[config.mk]
export PLATFORM = sky130hd
export DESIGN_NAME = alu_exec_unit
export DESIGN_NICKNAME = d
export VERILOG_FILES = /design/src/rtl/alu_pkg.sv /design/src/rtl/alu_shift_step.sv /design/src/rtl/alu_exec_unit.sv
export SDC_FILE = /design/constraint.sdc
export NUM_CORES = 1
export LEC_CHECK = 0
export BUFFER_PORTS_ARGS = -buffer_cell sky130_fd_sc_hd__buf_2
export CORE_UTILIZATION = 46
export CTS_CLUSTER_DIAMETER = 60
export DETAILED_ROUTE_END_ITERATION = 7
export HOLD_SLACK_MARGIN = 0.05
export MAX_ROUTING_LAYER = met4
export PLACE_DENSITY_LB_ADDON = 0.15
export REMOVE_ABC_BUFFERS = 1
export SLEW_MARGIN = 20
export SYNTH_ARGS = -nofsm -noshare
export SYNTH_HDL_FRONTEND = slang
export SYNTH_HIERARCHICAL = 1
export SYNTH_SLANG_ARGS = --single-unit
[constraint.sdc]
create_clock -name clk -period 4.4 [get_ports clk]
set_input_delay 0.22 -clock clk [delete_from_list [all_inputs] [get_ports clk]]
set_output_delay 0.22 -clock clk [all_outputs]
set_load 0.03 [all_outputs]
[src/rtl/alu_pkg.sv]
// Shared definitions for the ALU execute unit: opcodes, FSM states and default width.
package alu_pkg;

    localparam int ALU_WIDTH = 32;

    localparam logic [3:0] ADD_OP = 4'd0;
    localparam logic [3:0] SUB_OP = 4'd1;
    localparam logic [3:0] AND_OP = 4'd2;
    localparam logic [3:0] OR_OP  = 4'd3;
    localparam logic [3:0] XOR_OP = 4'd4;
    localparam logic [3:0] NOT_OP = 4'd5;
    localparam logic [3:0] SLA_OP = 4'd6;
    localparam logic [3:0] SRA_OP = 4'd7;
    localparam logic [3:0] SRL_OP = 4'd8;

    typedef enum logic [1:0] {
        IDLE  = 2'd0,
        SHIFT = 2'd1,
        DONE  = 2'd2
    } aluState_t;

    function automatic logic isShiftOp(input logic [3:0] op);
        return (op == SLA_OP) || (op == SRA_OP) || (op == SRL_OP);
    endfunction

endpackage

[src/rtl/alu_shift_step.sv]
// Combinational one-bit shifter used by the iterative shift datapath.
module alu_shift_step
    import alu_pkg::*;
#(
    parameter int WIDTH = ALU_WIDTH
) (
    input  logic [WIDTH-1:0] i_value,
    input  logic [3:0]       i_mode,
    output logic [WIDTH-1:0] o_shifted,
    output logic             o_bitOut
);

    // Non-shift modes pass the value through untouched with no bit out.
    always_comb begin
        o_shifted = i_value;
        o_bitOut  = 1'b0;
        case (i_mode)
            SLA_OP: begin
                o_shifted = {i_value[WIDTH-2:0], 1'b0};
                o_bitOut  = i_value[WIDTH-1];
            end
            SRA_OP: begin
                o_shifted = {i_value[WIDTH-1], i_value[WIDTH-1:1]};
                o_bitOut  = i_value[0];
            end
            SRL_OP: begin
                o_shifted = {1'b0, i_value[WIDTH-1:1]};
                o_bitOut  = i_value[0];
            end
            default: begin
                o_shifted = i_value;
                o_bitOut  = 1'b0;
            end
        endcase
    end

endmodule

[src/rtl/alu_exec_unit.sv]
// Execute-stage ALU: single-cycle arithmetic/logic, iterative one-bit-per-cycle shifts,
// valid/ready handshakes on both the request and result sides.
module alu_exec_unit
    import alu_pkg::*;
#(
    parameter int WIDTH   = ALU_WIDTH,
    parameter int SHAMT_W = 5
) (
    input  logic               clk,
    input  logic               rst,
    input  logic               enable,
    input  logic               inValid,
    output logic               inReady,
    input  logic [WIDTH-1:0]   operandA,
    input  logic [WIDTH-1:0]   operandB,
    input  logic [3:0]         aluOp,
    input  logic [SHAMT_W-1:0] shiftAmount,
    output logic               outValid,
    input  logic               outReady,
    output logic [WIDTH-1:0]   res,
    output logic               zeroFlag,
    output logic               carryFlag,
    output logic               busy
);

    aluState_t          r_state;
    logic [WIDTH-1:0]   r_work;
    logic [SHAMT_W-1:0] r_cnt;
    logic [3:0]         r_mode;
    logic [WIDTH-1:0]   r_res;
    logic               r_zero;
    logic               r_carry;
    logic               r_outValid;

    logic [WIDTH-1:0]   w_aluRes;
    logic               w_aluCarry;
    logic [WIDTH-1:0]   w_shifted;
    logic               w_bitOut;
    logic               w_shiftStart;

    assign inReady   = (r_state == IDLE) & enable & ~rst;
    assign busy      = (r_state != IDLE);
    assign outValid  = r_outValid;
    assign res       = r_res;
    assign zeroFlag  = r_zero;
    assign carryFlag = r_carry;

    assign w_shiftStart = isShiftOp(aluOp) && (shiftAmount != '0);

    // One-cycle results; a zero-distance shift returns operandA with no carry.
    always_comb begin
        w_aluRes   = '0;
        w_aluCarry = 1'b0;
        case (aluOp)
            ADD_OP:                 {w_aluCarry, w_aluRes} = {1'b0, operandA} + {1'b0, operandB};
            SUB_OP: begin
                w_aluRes   = operandA - operandB;
                w_aluCarry = (operandA < operandB);
            end
            AND_OP:                 w_aluRes = operandA & operandB;
            OR_OP:                  w_aluRes = operandA | operandB;
            XOR_OP:                 w_aluRes = operandA ^ operandB;
            NOT_OP:                 w_aluRes = ~operandA;
            SLA_OP, SRA_OP, SRL_OP: w_aluRes = operandA;
            default: begin
                w_aluRes   = '0;
                w_aluCarry = 1'b0;
            end
        endcase
    end

    alu_shift_step #(
        .WIDTH(WIDTH)
    ) u_shiftStep (
        .i_value  (r_work),
        .i_mode   (r_mode),
        .o_shifted(w_shifted),
        .o_bitOut (w_bitOut)
    );

    // Carry of a shift is simply the bit dropped on the final step, so no running copy is kept.
    always_ff @(posedge clk) begin
        if (rst) begin
            r_state    <= IDLE;
            r_work     <= '0;
            r_cnt      <= '0;
            r_mode     <= ADD_OP;
            r_res      <= '0;
            r_zero     <= 1'b0;
            r_carry    <= 1'b0;
            r_outValid <= 1'b0;
        end else if (enable) begin
            case (r_state)
                IDLE: begin
                    if (inValid) begin
                        if (w_shiftStart) begin
                            r_work  <= operandA;
                            r_cnt   <= shiftAmount;
                            r_mode  <= aluOp;
                            r_state <= SHIFT;
                        end else begin
                            r_res      <= w_aluRes;
                            r_zero     <= (w_aluRes == '0);
                            r_carry    <= w_aluCarry;
                            r_outValid <= 1'b1;
                            r_state    <= DONE;
                        end
                    end
                end
                SHIFT: begin
                    r_work <= w_shifted;
                    r_cnt  <= r_cnt - 1'b1;
                    if (r_cnt == SHAMT_W'(1)) begin
                        r_res      <= w_shifted;
                        r_zero     <= (w_shifted == '0);
                        r_carry    <= w_bitOut;
                        r_outValid <= 1'b1;
                        r_state    <= DONE;
                    end
                end
                DONE: begin
                    if (outReady) begin
                        r_outValid <= 1'b0;
                        r_state    <= IDLE;
                    end
                end
                default: begin
                    r_state    <= IDLE;
                    r_outValid <= 1'b0;
                end
            endcase
        end
    end

endmodule

==> results of run 1 <==
==> layer usage <==
layer	track usage	wire [um]	share of wire
met1	0.499	19000	0.45
met2	0.535	17900	0.43
met3	0.0352	3620	0.086
met4	0.104	1450	0.035
met5	-	0	0
==> how the worst min path moves through the flow <==
stage	start	endpoint	depth (start not counted)
final	operandA[29]	r_work[29]	3
after CTS	operandA[29]	r_work[29]	3
after global routing	operandA[29]	r_work[29]	3
after detailed placement	res[17]	res[17]	2
after floorplan	rst	carryFlag	1
after global placement	res[13]	res[13]	2
==> cell usage in the layout, fill, tap and decap left out, types with 6 or more instances in the layout <==
cell type	netlist	layout
and3_1	7	7
nand2b_1	15	15
nand4_1	10	10
a311oi_1	33	33
nor3_1	32	31
o211ai_1	15	15
nor2_1	181	180
a211o_1	10	10
o221ai_1	6	6
dfxtp_1	78	78
a211oi_1	38	37
a21o_1	16	16
nor4_1	31	30
or3_1	10	10
ha_1	107	107
o31ai_1	15	15
o22ai_1	19	19
o21ai_0	71	71
a22oi_1	10	9
a21oi_1	143	143
a2111oi_0	7	7
clkbuf_16	0	9
a31oi_1	13	13
a221o_1	33	33
mux2i_1	7	7
nor2b_1	18	17
nand3b_1	6	6
buf_4	3	54
o31a_1	6	6
o21a_1	9	9
nor3b_1	10	9
buf_2	30	114
inv_1	98	98
o211a_1	7	7
nand3_1	23	23
nand2_1	177	176
a221oi_1	10	10
and2_1	36	36
==> worst max-delay path, cell delays in order <==
cell and delay [ns]:
buf_2 0.20, inv_1 0.07, ha_1 0.34, nor4_1 0.59, nand2_1 0.20, a211oi_2 0.42
nor4_1 0.17, o41ai_1 0.62, o211a_1 0.23, nor2_1 0.05, a211oi_2 0.39, nand4_1 0.13
or4_1 0.47, o32ai_2 0.29
==> cell usage after synthesis, types with 30 or more instances <==
library cell,count
buf_2,30
nand2_1,177
a21oi_1,143
and2_1,36
clkbuf_1,58
ha_1,107
dfxtp_1,78
nor3_1,32
nor2_1,181
inv_1,98
a311oi_1,33
a221o_1,33
o21ai_0,71
a211oi_1,38
nor4_1,31
==> sequential cells by signal (all words and copies together) (netlist names) <==
signal and count:
r_mode 4, r_work 32, r_state 2, outValid 1, r_cnt 5, zeroFlag 1, carryFlag 1, res 32
==> power by group through the flow <==
stage / registers, mW / logic [mW] / clock network (mW)
4_1_cts: 0.765 / 1.18 / 0.786
3_3_place_gp: 0.781 / 1.18 / 0
2_1_floorplan: 0.811 / 0.708 / 0
6_report: 0.766 / 1.22 / 0.779
5_1_grt: 0.770 / 1.30 / 0.822
3_5_place_dp: 0.781 / 1.18 / 0
==> logic make-up (layout without fill, tap and decap cells) <==
group,after synthesis,in the layout,synth area share
xor gates and xnor gates,5,5,0.00413
AOI/OAI and AO/OA,537,537,0.361
adders and majority gates,109,109,0.130
and+or+nand+nor,586,586,0.265
DFF,78,78,0.147
muxes,10,10,0.00978
buffers and inverters,210,287,0.0831
==> per-stage QoR <==
step                total power, mW  worst slack, ns  hold WS, ns  cells  TNS, ns
finish                         2.76            0.269        0.227   1897        0
detailed placement             1.96           -0.175        0.441   1881   -0.175
global route                   2.90            0.142        0.223   1897        0
CTS                            2.74            0.160        0.213   1897        0
global placement               1.96           -0.201        0.437   1881   -0.201
floorplan                      1.52           -0.254        0.289   1427   -0.875
==> final cells by class <==
| type | count | area [sq um] |
|---|---|---|
| Multi-Input combinational cell | 1247 | 8230 |
| Clock inverter | 7 | 80.1 |
| Clock buffer | 9 | 225 |
| Fill cell | 2314 | 10800 |
| Tap cell | 285 | 357 |
| Inverter | 102 | 383 |
| Timing Repair Buffer | 169 | 996 |
| Sequential cell | 78 | 1560 |
==> summary.md, run 1 <==
| Metric | Value |
|---|---|
| Status | finished, final reports clean |
| Worst-path clk slew | about 0.07 ns |
| Crit path arrival time | roughly 4.4 ns |
| Net Sw Frac | 0.418 |
| Final Core Density | 0.523 |
| Synthesis-to-layout area growth | 11.5% |
| Vias/cell | 6.55 |
| Reg2reg path depth | 12 |
| IO Count | around 120 |
| Total GRT Usage | 0.355 |
| Top-area cell type share of the netlist area | 0.147 |
| Worst EP required | between 4 and 5 ns |
| Num CTS Buffers | 9 |
| 1st-pass router iterations | 6 |
| Final setup viols | 0 |
| Crit start category | input pin |
| Hpwl dp | around 32,000 um |
| Post-synth EDFFs | 0 |
| Level count of the clock H-tree | 3 |
| Core ar. | roughly 23,000 sq um |
| Leakage | between 5 and 6 nW |
| # resized after CTS | 0 |
| Seq/Total Area, Yosys | 0.147 |
| TritonCTS clock tree | done |
| Worst-Margin Slew | 1.06 ns |
| Synth area leaders | dfxtp_1 15%, ha_1 13%, a21oi_1 6.7%, nor2_1 6.4%, nand2_1 6.3% |
| Starting density of the core | 0.469 |
| Netlist cell types | ~100 |
| Maximum clock path buffer count | 2 |
| Final hold violation count | 0 |
| FP Rows | 55 |
| Sink Count | 78 |
| Ant diodes | 0 |
| Post-Syn Instances | between 1.5k and 2k |
| Ys Warns | 6 |
| R2R Path Start | r_state[0] |
| Synthesized area | roughly 11,000 sq um |
| Drt wl/cell | 22.1 um |
| Slew Viols, Final | 0 |
| Die Y | 154 um |
| Unrepaired setup endpoints after global routing | false |
| Max-Cap Viols | 0 |
| PD cells | approximately 230 nW/um^2 |
| Setup bufs post-CTS | 0 |
| First-pass GRT wire length | 63,800 um |
| Max Fclk | around 240 MHz |
| DRC | 0 |
| CTS Hold Bufs | 0 |
| Minimum clock period after layout | slightly above 4 ns |
| DRT iter0 DRCs | about 1.4k |
| Drt total wl | 41,900 um |
| Worst slew margin | 0.272 |
| Final period util | 0.939 |
| Mean Syn Cell Area | between 6 and 7 sq um |
| Gate power share | 0.440 |
| Post-DP Area | between 10,000 and 15,000 sq um |
| Final instance area | roughly 12,000 sq um |
| Net switching power | 1.15 mW |
| Die X | 154 um |
| Nets | around 1.8k |
| Count of state elements after synthesis | between 70 and 80 |
| Worst Hold Class | in2reg |
| Crit Path Class | in2reg |
| Leading register cell type out of synthesis | dfxtp_1 |
| Vias in the first global route | 10.9k |
| Via count | between 10k and 15k |
| VDD IR max | between 0.1 and 0.15 mV |
| Grt ovf | 0 |
| Antenna Nets Post-Route | 0 |
| Skew final | 0.00916 ns |
| Async set-or-reset flop fraction in the synthesized netlist | 0 |
| Clock Power Share | 0.282 |
| CP max FO | 6 |
| Worst R2R End | zeroFlag |
| Antenna violations before repair | 0 |
| Largest net degree at the start of global routing | 79 |
| Internal power | between 1.5 and 2 mW |
| RePlAce Congestion | 1.01 |
| Buffers added on ports | about 110 |
| Layout cells sized above 1 | 0.145 |
| CP startpoint | operandA[13] |
| Die ar. | 23,700 sq um |
| Clk_lat worst skew | around 0.34 ns |
| Root buffer cell | clkbuf_16 |
| CP endpoint kind | flop |
| R2r setup slk | 0.80 ns |
| Critical Path End | zeroFlag |
| Synth area leader | dfxtp_1 |
| Sequential power share | 0.277 |
Note: power is estimated with default switching activity, not from simulation.
==> run 2, diff against run 1 <==
--- a/config.mk
+++ b/config.mk
@@ -6,7 +6,7 @@
 export NUM_CORES = 1
 export LEC_CHECK = 0
 export BUFFER_PORTS_ARGS = -buffer_cell sky130_fd_sc_hd__buf_2
-export CORE_UTILIZATION = 46
+export CORE_UTILIZATION = 55
 export CTS_CLUSTER_DIAMETER = 60
 export DETAILED_ROUTE_END_ITERATION = 7
 export HOLD_SLACK_MARGIN = 0.05
==> summary.md, run 2 (synthesized netlist as in run 1, its figures left out) <==
| Metric | Value |
|---|---|
| Status | finished, final reports clean |
| Clk_lat worst skew | 0.35 ns |
| Antenna violations before repair | 0 |
| RePlAce Congestion | around 1.1 |
| DRT iter0 DRCs | 1,561 |
| Gate power share | 0.451 |
| FP Rows | 50 |
| Vias in the first global route | 11.5k |
| Final hold violation count | 0 |
| Worst-path clk slew | 0.07 ns |
| Minimum clock period after layout | around 4.2 ns |
| Die X | 141 um |
| Net Sw Frac | 0.425 |
| Skew final | approximately 0.012 ns |
| Slew Viols, Final | 0 |
| CP endpoint kind | flop |
| TritonCTS clock tree | done |
| Worst EP required | 4.66 ns |
| Non-filler cells, final | approximately 1.9k |
| Num CTS Buffers | 9 |
| Crit Path Class | in2reg |
| CTS Hold Bufs | 0 |
| Max Fclk | between 200 and 250 MHz |
| Ant diodes | 0 |
| Sink Count | a little under 80 |
| Worst slew margin | 0.304 |
| Most frequent cells in the layout | 180 x nor2_1, 176 x nand2_1, 143 x a21oi_1 |
| Sequential power share | 0.282 |
| Worst path top cell family by delay | compound AO/OA/AOI/OAI gates |
| Leakage | just over 5 nW |
| Internal power | 1.57 mW |
| Starting density of the core | 0.564 |
| Synthesis-to-layout area growth | 12.2% |
| Final period util | 0.951 |
| Hpwl dp | between 30,000 and 40,000 um |
| Antenna Nets Post-Route | 0 |
| CP max FO | 14 |
| Maximum clock path buffer count | 2 |
| Net switching power | between 1 and 1.5 mW |
| Drt total wl | 41,000 um |
| Drt wl/cell | 21.7 um |
| Worst Hold Class | in2reg |
| Grt ovf | 0 |
| Nets | roughly 1.8k |
| IO Count | approximately 120 |
| Buffers added on ports | about 110 |
| Vias/cell | 6.66 |
| Die Y | 141 um |
| PD cells | around 230 nW/um^2 |
| Hold slack | about 0.21 ns |
| First-pass GRT wire length | around 64,000 um |
| Core ar. | roughly 19,000 sq um |
| Largest net degree at the start of global routing | 79 |
| Most used cell, CP | nor4_1 |
| Clock Power Share | 0.267 |
| Placed Instances | 1,876 |
| Root buffer cell | clkbuf_16 |
| Worst-Margin Slew | a little over 1 ns |
| Final setup viols | 0 |
| Level count of the clock H-tree | 3 |
| # resized after CTS | 0 |
| Setup bufs post-CTS | 0 |
| Via count | about 13k |
| Slowest CP cell | o41ai_1 |
| DRC | 0 |
| Crit-path max cell delay | a little over 0.6 ns |
| Max-Cap Viols | 0 |
| Crit path buf inv count | 2 |
| Total GRT Usage | 0.426 |
| Unrepaired setup endpoints after global routing | false |
| Crit path arrival time | between 4 and 5 ns |
| Layout cells sized above 1 | 0.154 |
| VDD IR max | between 0.2 and 0.3 mV |
| Most common cell after layout, fill and taps aside | nor2_1 |
| Crit start category | input pin |
| 1st-pass router iterations | 7 |
| CP cell instances | buf_2, inv_1, ha_1, nor4_1, a21boi_0, nor4_1, o41ai_1, o211a_1, nor2_1, a211oi_1, nand4_1, or4_1, o32ai_2 |
| Die ar. | between 15,000 and 20,000 sq um |
[run 2: layout make-up]
class	instances	area [sq um]
Multi-Input combinational cell	1247	8220
Fill cell	1789	6910
Sequential cell	78	1560
Timing Repair Buffer	189	1150
Inverter	102	383
Tap cell	260	325
Clock buffer	9	225
Clock inverter	7	61.3
[run 2: worst paths after layout]
path,from,to,slack (ns),cells past startpoint
worst max register to register,r_cnt[0],zeroFlag,0.77,14
worst max-delay path,operandA[12],zeroFlag,0.22,13
worst min-delay path,operandA[30],r_work[30],0.21,3
worst min register to register,carryFlag,carryFlag,0.45,2
[run 2: metrics by stage]
| stage | power (mW) | area (sq um) | setup TNS [ns] | utilization | worst slack [ns] |
|---|---|---|---|---|---|
| after floorplan | 1.52 | 10100 | -0.875 | - | -0.254 |
| after global placement | 1.96 | 11600 | 0 | 0.618 | 0.0743 |
| after detailed placement | 1.97 | 11600 | 0 | 0.618 | 0.0411 |
| after CTS | 2.69 | 11900 | 0 | 0.633 | 0.380 |
| after global routing | 2.86 | 11900 | 0 | 0.633 | 0.155 |
| final | 2.73 | 11900 | 0 | 0.633 | 0.217 |
[run 2: power by group through the flow]
stage                     Clock [mW]  Sequential (mW)  Combinational, mW
after detailed placement           0            0.783               1.18
after global routing           0.768            0.771               1.32
after floorplan                    0            0.811              0.708
after CTS                      0.732            0.768               1.19
after global placement             0            0.782               1.18
final                          0.727            0.768               1.23
[run 2: tightest hold or removal path, stage by stage]
cell and delay (ns):
buf_2 0.15, nand2_1 0.07, a311oi_1 0.08
[run 2: metal layers]
layer,up-vias,GRT usage,wire length [um],share of wire
li1,5835,-,-,-
met1,5868,0.580,17900,0.44
met2,774,0.633,17100,0.42
met3,123,0.0618,4310,0.11
met4,0,0.165,1710,0.042
met5,-,-,0,0
==> run 3, diff against run 2 <==
--- a/config.mk
+++ b/config.mk
@@ -13,6 +13,7 @@
 export MAX_ROUTING_LAYER = met4
 export PLACE_DENSITY_LB_ADDON = 0.15
 export REMOVE_ABC_BUFFERS = 1
+export SETUP_SLACK_MARGIN = 0.3
 export SLEW_MARGIN = 20
 export SYNTH_ARGS = -nofsm -noshare
 export SYNTH_HDL_FRONTEND = slang
==> summary.md, run 3 (synthesized netlist as in run 1, its figures left out) <==
| Metric | Value |
|---|---|
| R2R Path Start | r_state[0] |
| Max Fclk | 254 MHz |
| Nets | 1,814 |
| Hold Path Origin | operandA[30] |
| Max-Cap Viols | 0 |
| Final setup viols | 0 |
| DRC | 0 |
| PD cells | ~230 nW/um^2 |
| Grt ovf | 0 |
| Largest net degree at the start of global routing | 79 |
| Num CTS Buffers | 9 |
| DRT iter0 DRCs | approximately 1.8k |
| RePlAce Congestion | 1.06 |
| Final period util | 0.895 |
| # resized after CTS | 0 |
| Most common cell after layout, fill and taps aside | nor2_1 |
| Slew Viols, Final | 0 |
| IO Count | 115 |
| Ant diodes | 0 |
| Unrepaired setup endpoints after global routing | false |
| 1st-pass router iterations | 5 |
| TritonCTS clock tree | done |
| Antenna violations before repair | 0 |
| Worst-path clk slew | 0.07 ns |
| CP endpoint kind | flop |
| Root buffer cell | clkbuf_16 |
| Worst EP required | between 4 and 5 ns |
| Sink Count | a little under 80 |
| Placed Instances | approximately 1.9k |
| Clk_lat worst skew | 0.35 ns |
| First-pass GRT wire length | between 60,000 and 70,000 um |
| Vias in the first global route | about 11k |
| Final hold violation count | 0 |
| CP max FO | 9 |
| Worst R2R End | zeroFlag |
| Worst Hold Class | in2reg |
| FP Rows | 50 |
| Vias/cell | roughly 6.6 |
| Antenna Nets Post-Route | 0 |
| Skew final | between 0.01 and 0.015 ns |
| Most frequent cells in the layout | 180 x nor2_1, 176 x nand2_1, 142 x a21oi_1 |
| Worst slew margin | 0.268 |
| Status | finished, final reports clean |
| Worst-Margin Slew | 1.09 ns |
| Die Y | around 140 um |
| Crit path arrival time | about 4.2 ns |
| WHS Endpoint | r_work[30] |
| Crit start category | input pin |
| VDD IR max | 0.271 mV |
| Core ar. | approximately 19,000 sq um |
| Drt wl/cell | 21.8 um |
| Die X | between 100 and 150 um |
| Leakage | 5.17 nW |
| Via count | 12.5k |
| Minimum clock period after layout | about 3.9 ns |
| Crit Path Class | in2reg |
| Hold slack | roughly 0.21 ns |
| Maximum clock path buffer count | 2 |
| Starting density of the core | 0.564 |
| Drt total wl | ~40,000 um |
| Synthesis-to-layout area growth | 12.4% |
| Hold path depth | 3 |
| Final setup TNS | 0 ns |
| CTS Hold Bufs | 0 |
| Setup bufs post-CTS | 0 |
| Non-filler cells, final | around 1.9k |
| R2r setup slk | roughly 0.73 ns |
| Total GRT Usage | 0.426 |
| Hpwl dp | ~32,000 um |
| Layout cells sized above 1 | 0.156 |
| Level count of the clock H-tree | 3 |
| Die ar. | approximately 20,000 sq um |
| Reg2reg path depth | 13 |
| Buffers added on ports | 114 |
run 3: changes by cell type in the layout (fill, tap and decap cells not counted):
cell	delta
nor4_1	-1
a21boi_0	-1
a211oi_2	+1
a21boi_1	+1
a21oi_1	-1
nor4_2	+1
a211oi_1	-1
a21oi_2	+1
run 3: where the power goes:
part	switching (mW)	internal [mW]	total, mW
Combinational	0.803	0.433	1.24
Clock	0.333	0.394	0.727
Sequential	0.0284	0.740	0.768
Total	1.16	1.57	2.73
run 3: how the worst max path moves through the flow:
stage,slack [ns],depth (start not counted),end,startpoint
after global routing,0.34,16,zeroFlag,operandA[4]
after detailed placement,0.04,13,zeroFlag,operandA[12]
final,0.46,14,zeroFlag,operandA[2]
after global placement,0.07,13,zeroFlag,operandA[13]
after CTS,0.38,13,zeroFlag,operandA[12]
after floorplan,-0.25,7,r_cnt[0],aluOp[0]
run 3: layout make-up:
type,count,area (sq um)
flip-flops and latches,78,1560
clock inverters,7,61.3
clock buffers,9,225
multi-input cells,1247,8230
repair buffers,189,1150
fillers,1787,6900
well taps,260,325
inverters,102,383
run 3: per-layer routing:
layer	routed length (um)	global-route usage	up-vias	part of all wire
li1	-	-	5849	-
met1	18200	0.580	5806	0.44
met2	17200	0.633	745	0.42
met3	4160	0.0618	140	0.10
met4	1690	0.165	0	0.041
met5	0	-	-	0
run 3: through the flow:
stage,power [mW],instance area [sq um],setup slack (ns),util
global placement,1.96,11600,0.0743,0.618
finish,2.73,11900,0.463,0.634
detailed placement,1.97,11600,0.0411,0.618
global route,2.86,11900,0.336,0.634
CTS,2.69,11900,0.380,0.633
floorplan,1.52,10100,-0.254,-
run 3: worst max-delay path: stages:
cell	delay, ns
buf_2	0.15
inv_1	0.07
ha_1	0.41
nand2b_1	0.25
a211oi_1	0.42
o21ai_1	0.23
a31oi_4	0.27
o31ai_2	0.17
o41ai_1	0.60
o211a_2	0.28
mux2_1	0.13
o22ai_1	0.13
or4_1	0.59
o32ai_2	0.27
